`src/rtl/len5_pkg.sv`:
```
// Core-wide architectural constants shared across the LEN5 pipeline.
package len5_pkg;
  localparam int unsigned XLEN = 32;
endpackage

```
`src/rtl/expipe_pkg.sv`:
```
// Execution-pipeline types: branch-unit resolution entry.
package expipe_pkg;
  import len5_pkg::*;

  typedef struct packed {
    logic [XLEN-1:0] pc;
    logic [XLEN-1:0] target;
    logic            taken;
    logic            mispredict;
  } bu_res_t;
endpackage

```
`src/rtl/branch_res_fifo.sv`:
```
// Circular FIFO of branch resolutions; flush and reset empty it without touching storage.
module branch_res_fifo
  import expipe_pkg::*;
#(
  parameter int unsigned DEPTH   = 4,
  parameter type         entry_t = bu_res_t
) (
  input  logic                     clk_i,
  input  logic                     rst_i,
  input  logic                     flush_i,
  input  logic                     push_i,
  input  entry_t                   data_i,
  input  logic                     pop_i,
  output entry_t                   head_o,
  output logic [$clog2(DEPTH):0]   count_o,
  output logic                     full_o,
  output logic                     empty_o
);
  localparam int unsigned PW = $clog2(DEPTH);
  localparam int unsigned CW = PW + 1;

  entry_t          mem_q [DEPTH];
  logic [PW-1:0]   head_q, tail_q;
  logic [CW-1:0]   count_q;
  logic            do_push, do_pop;

  always_comb begin
    empty_o = (count_q == '0);
    full_o  = (count_q == CW'(DEPTH));
    do_pop  = pop_i & ~empty_o;
    // A pop in the same cycle frees the slot, so a push at full still lands.
    do_push = push_i & (~full_o | do_pop);
  end

  always_ff @(posedge clk_i) begin
    if (rst_i || flush_i) begin
      head_q  <= '0;
      tail_q  <= '0;
      count_q <= '0;
    end else begin
      if (do_push) tail_q <= tail_q + 1'b1;
      if (do_pop)  head_q <= head_q + 1'b1;
      count_q <= count_q + CW'(do_push) - CW'(do_pop);
    end
  end

  always_ff @(posedge clk_i) begin
    if (!rst_i && !flush_i && do_push) mem_q[tail_q] <= data_i;
  end

  assign head_o  = mem_q[head_q];
  assign count_o = count_q;
endmodule

```
`src/rtl/branch_res_buffer.sv`:
```
// Buffers branch resolutions toward the predictor update port and raises fetch redirects.
// Optional same-cycle bypass into an empty buffer: define BRANCH_RES_BYPASS_EN.
module branch_res_buffer
  import len5_pkg::*;
  import expipe_pkg::*;
#(
  parameter int unsigned DEPTH = 4
) (
  input  logic                   clk_i,
  input  logic                   rst_i,
  input  logic                   flush_i,
  input  logic                   res_valid_i,
  input  logic [XLEN-1:0]        res_pc_i,
  input  logic [XLEN-1:0]        res_target_i,
  input  logic                   res_taken_i,
  input  logic                   res_mispredict_i,
  output logic                   upd_valid_o,
  input  logic                   upd_ready_i,
  output logic [XLEN-1:0]        upd_pc_o,
  output logic [XLEN-1:0]        upd_target_o,
  output logic                   upd_taken_o,
  output logic                   upd_mispredict_o,
  output logic                   redirect_valid_o,
  output logic [XLEN-1:0]        redirect_pc_o,
  output logic [$clog2(DEPTH):0] count_o,
  output logic                   full_o,
  output logic                   overflow_o
);
  bu_res_t res_in, head, upd_sel;
  logic    enq_req, push, pop, empty, drop;

  branch_res_fifo #(
    .DEPTH   (DEPTH),
    .entry_t (bu_res_t)
  ) u_fifo (
    .clk_i   (clk_i),
    .rst_i   (rst_i),
    .flush_i (flush_i),
    .push_i  (push),
    .data_i  (res_in),
    .pop_i   (pop),
    .head_o  (head),
    .count_o (count_o),
    .full_o  (full_o),
    .empty_o (empty)
  );

  always_comb begin
    res_in.pc         = res_pc_i;
    res_in.target     = res_target_i;
    res_in.taken      = res_taken_i;
    res_in.mispredict = res_mispredict_i;
    enq_req           = res_valid_i & ~flush_i;
`ifdef BRANCH_RES_BYPASS_EN
    if (empty && enq_req) begin
      upd_valid_o = 1'b1;
      upd_sel     = res_in;
      push        = ~upd_ready_i;
      pop         = 1'b0;
    end else begin
      upd_valid_o = ~empty;
      upd_sel     = head;
      push        = enq_req;
      pop         = ~empty & upd_ready_i;
    end
`else
    upd_valid_o = ~empty;
    upd_sel     = head;
    push        = enq_req;
    pop         = ~empty & upd_ready_i;
`endif
    drop = push & full_o & ~pop;
    // Data fields read as zero whenever nothing is offered.
    upd_pc_o         = upd_valid_o ? upd_sel.pc         : '0;
    upd_target_o     = upd_valid_o ? upd_sel.target     : '0;
    upd_taken_o      = upd_valid_o & upd_sel.taken;
    upd_mispredict_o = upd_valid_o & upd_sel.mispredict;
  end

  always_ff @(posedge clk_i) begin
    if (rst_i) begin
      overflow_o       <= 1'b0;
      redirect_valid_o <= 1'b0;
      redirect_pc_o    <= '0;
    end else begin
      if (drop) overflow_o <= 1'b1;
      // Redirect is independent of whether the entry was stored or dropped.
      redirect_valid_o <= enq_req & res_mispredict_i;
      if (enq_req && res_mispredict_i)
        redirect_pc_o <= res_taken_i ? res_target_i : res_pc_i + XLEN'(4);
    end
  end
endmodule

```
`config.mk`:
```
export PLATFORM = sky130hd
export DESIGN_NAME = branch_res_buffer
export DESIGN_NICKNAME = d
export VERILOG_FILES = /design/src/rtl/len5_pkg.sv /design/src/rtl/expipe_pkg.sv /design/src/rtl/branch_res_fifo.sv /design/src/rtl/branch_res_buffer.sv
export SDC_FILE = /design/constraint.sdc
export NUM_CORES = 1
export LEC_CHECK = 0
export BUFFER_PORTS_ARGS = -buffer_cell sky130_fd_sc_hd__buf_2
export CORE_MARGIN = 4
export CORE_UTILIZATION = 44
export CTS_BUF_LIST = sky130_fd_sc_hd__clkbuf_8
export DETAILED_ROUTE_END_ITERATION = 16
export GPL_ROUTABILITY_DRIVEN = 0
export PLACE_DENSITY = 0.65
export SYNTH_ARGS = -nofsm -noshare
export SYNTH_HDL_FRONTEND = slang
export SYNTH_SLANG_ARGS = --single-unit
```
`constraint.sdc`:
```
create_clock -name clk_i -period 4.55 [get_ports clk_i]
set_clock_uncertainty 0.05 [all_clocks]
set_input_delay 0 -clock clk_i [delete_from_list [all_inputs] [get_ports clk_i]]
set_output_delay 0 -clock clk_i [all_outputs]
set_load 0.02 [all_outputs]
```
==> After elaboration in Yosys (flattened, before gate mapping) <==
Memory sizes are Yosys's and may differ from the RTL's. A register that Yosys moved wholly into a read port is not among the register bits.
Index checks and enable logic that the tools add are counted.
{ "classes": {"add_sub_neg": 5, "multipliers": 0, "div_mod_pow": 0, "magnitude_cmp": 0, "eq_ne": 1, "shifts": 0, "muxes": 7, "bitwise": 14, "n_reduce_logical": 7} }
{ "op_table": {"columns": ["cell", "n"], "rows": [
  ["32-bit two-way mux", 3],
  ["32-bit by 3-bit adder with 32-bit output (second input constant)", 1],
  ["1-bit bitwise AND", 9],
  ["2-bit by 1-bit adder with 2-bit output (second input constant)", 2],
  ["2-bit two-way mux", 2],
  ["1-bit NOT", 4],
  ["3-bit by 1-bit adder with 3-bit output", 1],
  ["3-bit == test (second input constant)", 1],
  ["1-bit logical AND", 3],
  ["3-bit logical NOT", 1],
  ["3-bit by 1-bit subtractor with 3-bit output", 1],
  ["1-bit logical NOT", 2],
  ["1-bit two-way mux", 2],
  ["1-bit logical OR", 1],
  ["1-bit OR", 1]
]} }
{ "totals": {"regBits": 41, "latchBits": 0, "ram_bits": 264, "rom_bits": 0, "in_bits": 71, "output_inout_bits": 105, "elab_cells": 41, "n_memories": 1} }
{ "memory_table": {"columns": ["memory", "depth", "width", "read_ports", "rd_ports_with_merged_regs", "wr", "line", "rtl"], "rows": [
  ["u_fifo.mem_q", 4, 66, 1, 1, 1, "branch_res_fifo.sv:22", "entry_t mem_q [DEPTH];"]
]} }

==> Depth between registers and ports, before layout <==
{ "depth": {"depth_word": 9, "ltp_mapped": 9, "ltp_nobuf": 9} }

==> Modules after synthesis <==
A second synthesis with hierarchy kept.
{ "unflattened": {"hier_cells": 731, "area_unflattened_um2": 12512.0} }
{ "by_module_without_submodules": {"columns": ["module", "instances", "cells_each", "area_per_inst_um2", "seq_area_each_um2"], "rows": [
  ["branch_res_fifo", 1, 391, 9988.3, 8107.8],
  ["branch_res_buffer", 1, 340, 2523.7, 680.7]
]} }

==> Worst setup path after synthesis <==
OpenSTA, ideal clock, no wires.
{ "synth_timing": {"kind": "flip-flop to flip-flop", "startpoint": "register u_fifo.count_q[1], in the netlist u_fifo.count_o[1]", "endpoint": "memory u_fifo.mem_q[0][0] (netlist bit) (enable)", "setup_time_ps": 431, "arrival_ps": 2843, "required_ps": 4069, "setup_slack_ps": 1226, "path_stages_with_launch": 6, "n_path_buf": 1, "synth_period_minus_slack_ps": 3324, "cell_sequence": "dfxtp_1 -> nor3b_1 -> nor2b_1 -> nor2b_1 -> clkbuf_1 -> and3_1"} }
{ "synth_between": {"word_cells_on_any_way": 11} }
{ "synth_rtl": {"columns": ["item", "line", "rtl"], "rows": [
  ["start: declaration", "branch_res_fifo.sv:24", "logic [CW-1:0] count_q;"],
  ["start signal: assignment", "branch_res_fifo.sv:43", "count_q <= count_q + CW'(do_push) - CW'(do_pop);"],
  ["3-bit == test", "branch_res_fifo.sv:29", "full_o = (count_q == CW'(DEPTH));"],
  ["via full_o", "branch_res_buffer.sv:26", "output logic full_o,"],
  ["1-bit NOT", "branch_res_fifo.sv:32", "do_push = push_i & (~full_o | do_pop);"],
  ["1-bit OR", "branch_res_fifo.sv:32", null],
  ["1-bit bitwise AND", "branch_res_fifo.sv:32", null],
  ["1-bit logical AND", "branch_res_fifo.sv:48", "if (!rst_i && !flush_i && do_push) mem_q[tail_q] <= data_i;"],
  ["1-bit two-way mux", "branch_res_fifo.sv:48", null],
  ["1-bit two-way mux (not written as such)", "branch_res_fifo.sv:48", null],
  ["end: declaration", "branch_res_fifo.sv:22", null]
]} }
The timed path passes the listed nets, and every way through them passes these cells.

==> Worst setup path after layout <==
{ "layout_timing": {"startpoint": "register u_fifo.count_q[1], in the netlist u_fifo.count_o[1]", "endpoint": "register u_fifo.count_q[2], in the netlist u_fifo.count_o[2]"} }
{ "layout_between": {"elab_chain_len": 8, "word_cells_on_any_way": 10} }
{ "layout_lines": {"columns": ["item", "line", "rtl"], "rows": [
  ["3-bit logical NOT (*)", "branch_res_fifo.sv:28", "empty_o = (count_q == '0);"],
  ["1-bit NOT (*)", "branch_res_fifo.sv:30, branch_res_buffer.sv:70", null],
  ["1-bit bitwise AND", "branch_res_buffer.sv:70", "pop = ~empty & upd_ready_i;"],
  ["1-bit bitwise AND (*)", "branch_res_fifo.sv:30", "do_pop = pop_i & ~empty_o;"],
  ["via u_fifo.do_pop", "branch_res_fifo.sv:25", "logic do_push, do_pop;"],
  ["1-bit OR", "branch_res_fifo.sv:32", null],
  ["1-bit bitwise AND", "branch_res_fifo.sv:32", null],
  ["3-bit by 1-bit adder with 3-bit output", "branch_res_fifo.sv:43", null],
  ["3-bit by 1-bit subtractor with 3-bit output (*)", "branch_res_fifo.sv:43", null]
]} }
Mark *: on every way through the listed nets, which the timed path passes. The rest lies on a longest branch.
A chain may end at the register's enable or synchronous reset.

==> flow_metrics.tcl <==
set metrics [dict create \
    outcome "completed" \
    setup_total_negative_slack_ns 0 \
    hold_buffers 69 \
    min_period_ns 3.018 \
    cts_tree "yes" \
    diodes 0 \
    worst_setup_hold_path_clk_slew_ns 0.06 \
    drc 0 \
    route.final.wire_length_um 27580 \
    synth_cell_type_count 38 \
    drt_first_pass_iters 5 \
    power_frac_comb_pct 9.6 \
    net_sw_share_pct 23.58 \
    proportion_of_layout_cells_with_a_drive_suffix_above_1_pct 31.42 \
    cts_buffers 47 \
    drt_first_iter_violations 658 \
    die_h_um 175.7 \
    grt_pass1_wl_um 42990 \
    internal_power_mw 4.363 \
    sequentialPowerShare_pct 54.5 \
    routedWlPerCell_um 19.84 \
    die_w_um 175.7 \
    classification_of_the_worst_setup_path "register to register" \
    clk-insertion-delay-late_ns 0.54 \
    power.net_switching_mw 1.346 \
    static-leakage-power_nw 5.485 \
    timing.final.crit_share_pct 66.33 \
    pwr-share-clk_pct 35.8 \
    top_level_ports 176 \
    preCtsSetupSlack_ns 1.466 \
    detail_route.vias_per_cell 5.119 \
    rsz_0062_raised_after_global_routing "no" \
    design.die.area_um2 30870 \
    vias_in_the_first_global_route 7458 \
    power_mw 5.709 \
    layout.cells.most_common "sky130_fd_sc_hd__edfxtp_1" \
    setup.worst_path.end_class "register" \
    gr-total-overflow 0 \
    synth_to_final_area_change_pct 22.49 \
    core_area_um2 27780 \
    power.density_cell_area_nw_per_um2 376.7 \
    max-cap-violations 0 \
    timing_worst_slew_pin_value_ns 1.130 \
    layout.cells.most_common_list "sky130_fd_sc_hd__edfxtp_1, sky130_fd_sc_hd__buf_2, sky130_fd_sc_hd__and2_1, sky130_fd_sc_hd__dlygate4sd3_1, sky130_fd_sc_hd__mux4_2" \
    placed_area_um2 13620 \
    timing.slew.headroom_pct 24.69 \
    vdd.ir_drop.worst_v 0.0001875 \
    synth_fp_nets 799 \
    port-buffer-count 175 \
    synth-seq-area-share_pct 71.04 \
    yosys_register_bits 307 \
    syn-instance-count 720 \
    clock.fmax_mhz 331.3 \
    grt_antenna_before_repair 0 \
    cts-htree-levels 2 \
    hp-class "primary input to register" \
    worst-endpoint-arrival_ns 3.40 \
    clk_path_buf_depth 3 \
    netlist_area_um2 12370 \
    cts.sink_count 307 \
    cts_resized 0 \
    floorplan.initialDensity_pct 44.53 \
    avgSynthCellArea_um2 17.18 \
    report.final.setup_viol 0 \
    number_of_standard_cell_rows_in_the_floorplan 61 \
    synthesis.yosys.warnings 0 \
    grt_max_degree 69 \
    crit_path_start_kind "register" \
    cts_post_setup_buffers_inserted 0 \
    clock_root_buffer "sky130_fd_sc_hd__clkbuf_8" \
    layout.nets 1056 \
    cell_count_after_placement 1237 \
    finalMaxSlewViolations 0 \
    remaining_number_of_nets_flagged_by_the_antenna_check_after_routing 0 \
    layout.cell_area.non_filler_um2 15150 \
    timing_hold_violations_final 0 \
    detailroute.via_count 7115 \
    finalNonFillerCells 1390 \
    timing.final.ws_setup_ns 1.532 \
    crit_fanout 68 \
    grt_usage_pct 17.88 \
    place.detailed.hpwl_um 16890 \
    cp.required_ns 4.93 \
]
-- synthesized netlist by cell type --
cell,count,area (um^2)
sky130_fd_sc_hd__and3_1,19,118.9
sky130_fd_sc_hd__mux4_2,66,1486
sky130_fd_sc_hd__nand3_1,16,80.08
sky130_fd_sc_hd__o21ai_0,6,30.03
sky130_fd_sc_hd__nor3b_1,1,7.510
sky130_fd_sc_hd__clkbuf_1,26,97.59
sky130_fd_sc_hd__buf_1,6,22.52
sky130_fd_sc_hd__dfxtp_1,43,860.8
sky130_fd_sc_hd__nand4_1,9,56.30
sky130_fd_sc_hd__nor2b_1,3,18.77
sky130_fd_sc_hd__nor4_4,2,42.54
sky130_fd_sc_hd__and4_1,1,8.760
sky130_fd_sc_hd__nor4_1,2,12.51
sky130_fd_sc_hd__xnor2_1,10,87.58
sky130_fd_sc_hd__buf_2,8,40.04
sky130_fd_sc_hd__o22ai_1,13,81.33
sky130_fd_sc_hd__nand2_1,31,116.4
sky130_fd_sc_hd__fa_1,1,20.02
sky130_fd_sc_hd__xor2_1,23,201.4
sky130_fd_sc_hd__nor3_1,6,30.03
sky130_fd_sc_hd__nor2_1,22,82.58
sky130_fd_sc_hd__nand2b_1,3,18.77
sky130_fd_sc_hd__or3_1,1,6.260
sky130_fd_sc_hd__edfxtp_1,264,7928
sky130_fd_sc_hd__inv_1,13,48.80
sky130_fd_sc_hd__ha_1,7,87.58
sky130_fd_sc_hd__o211ai_1,3,22.52
sky130_fd_sc_hd__nand3_2,1,10.01
sky130_fd_sc_hd__mux2i_1,4,40.04
sky130_fd_sc_hd__or2_2,1,6.260
sky130_fd_sc_hd__a211oi_2,2,25.02
sky130_fd_sc_hd__a211oi_1,4,30.03
sky130_fd_sc_hd__and2_1,69,431.7
sky130_fd_sc_hd__a31oi_1,6,37.54
sky130_fd_sc_hd__nand4_4,2,42.54
sky130_fd_sc_hd__o21ai_1,2,10.01
sky130_fd_sc_hd__nand3b_1,2,15.01
sky130_fd_sc_hd__a21oi_1,22,110.1
-- registers in the layout, summed over array words and instances, names as in the netlist, named ones only --
signal,cells
redirect_valid_o,1
u_fifo.head_q,2
u_fifo.count_o,3
u_fifo.mem_q,264
u_fifo.tail_q,2
redirect_pc_o,32
overflow_o,1
-- routing by layer --
| layer | GRT usage, % | vias to the layer above | wire length (um) | part of all wire, % |
|---|---|---|---|---|
| met5 | 0 | - | 0 | 0 |
| met4 | 5.945 | 0 | 813 | 2.9 |
| met3 | 3.186 | 55 | 1356 | 4.9 |
| met2 | 30.15 | 205 | 13600 | 49 |
| met1 | 23.74 | 3545 | 11810 | 43 |
| li1 | - | 3310 | - | - |
-- power groups by stage --
stage,clock [mW],combinational (mW),sequential (mW)
after global routing,2.23,0.598,3.12
after floorplan,0,0.283,3.18
final,2.05,0.549,3.11
after detailed placement,0,0.511,3.17
after CTS,2.10,0.560,3.12
after global placement,0,0.506,3.17
-- through the flow --
step	hold slack [ns]	utilization (%)
finish	0.07630	54.55
detailed placement	0.1802	49.02
floorplan	0.04887	-
global placement	0.1783	49.02
CTS	0.04074	54.55
global route	0.08709	54.55
-- final timing paths --
| kind | slack [ns] | to | cells past startpoint | start |
|---|---|---|---|---|
| worst max-delay path | 1.53 | u_fifo.count_o[2] | 9 | u_fifo.count_o[1] |
| worst min-delay path | 0.08 | u_fifo.mem_q[3][1] | 1 | res_taken_i |
| worst max register to register | 1.53 | u_fifo.count_o[2] | 9 | u_fifo.count_o[1] |
| worst min register to register | 0.41 | redirect_pc_o[8] | 2 | redirect_pc_o[8] |
-- critical path: stages (launching register included) --
cell,delay (ns)
sky130_fd_sc_hd__dfxtp_1,0.37
sky130_fd_sc_hd__or3_2,0.97
sky130_fd_sc_hd__and2_1,0.41
sky130_fd_sc_hd__ha_1,0.28
sky130_fd_sc_hd__inv_1,0.06
sky130_fd_sc_hd__ha_1,0.14
sky130_fd_sc_hd__inv_1,0.05
sky130_fd_sc_hd__fa_1,0.37
sky130_fd_sc_hd__xnor2_1,0.17
sky130_fd_sc_hd__nor2_1,0.05
-- kinds of logic (layout without fill, tap and decap cells) --
family / count (synthesis) / in the layout / synth area share [%]
AO/OA/AOI/OAI: 58 / 58 / 2.801
XOR/XNOR: 33 / 33 / 2.336
buffers and inverters: 53 / 345 / 1.689
adder cells (fa/ha/maj): 8 / 8 / 0.8697
multiplexers: 70 / 70 / 12.34
AND/OR/NAND/NOR: 191 / 191 / 8.930
flip-flops: 307 / 307 / 71.04
-- layout make-up --
class / instances / area, um^2
clock buffer: 49 / 674.4
clock inverter: 35 / 170.2
fill: 2329 / 12630
inverter: 13 / 48.80
multi-input combinational: 360 / 3396
sequential: 307 / 8796
tap: 378 / 473.0
timing repair buffer: 248 / 1597
Power figures use the tool's default switching activity.
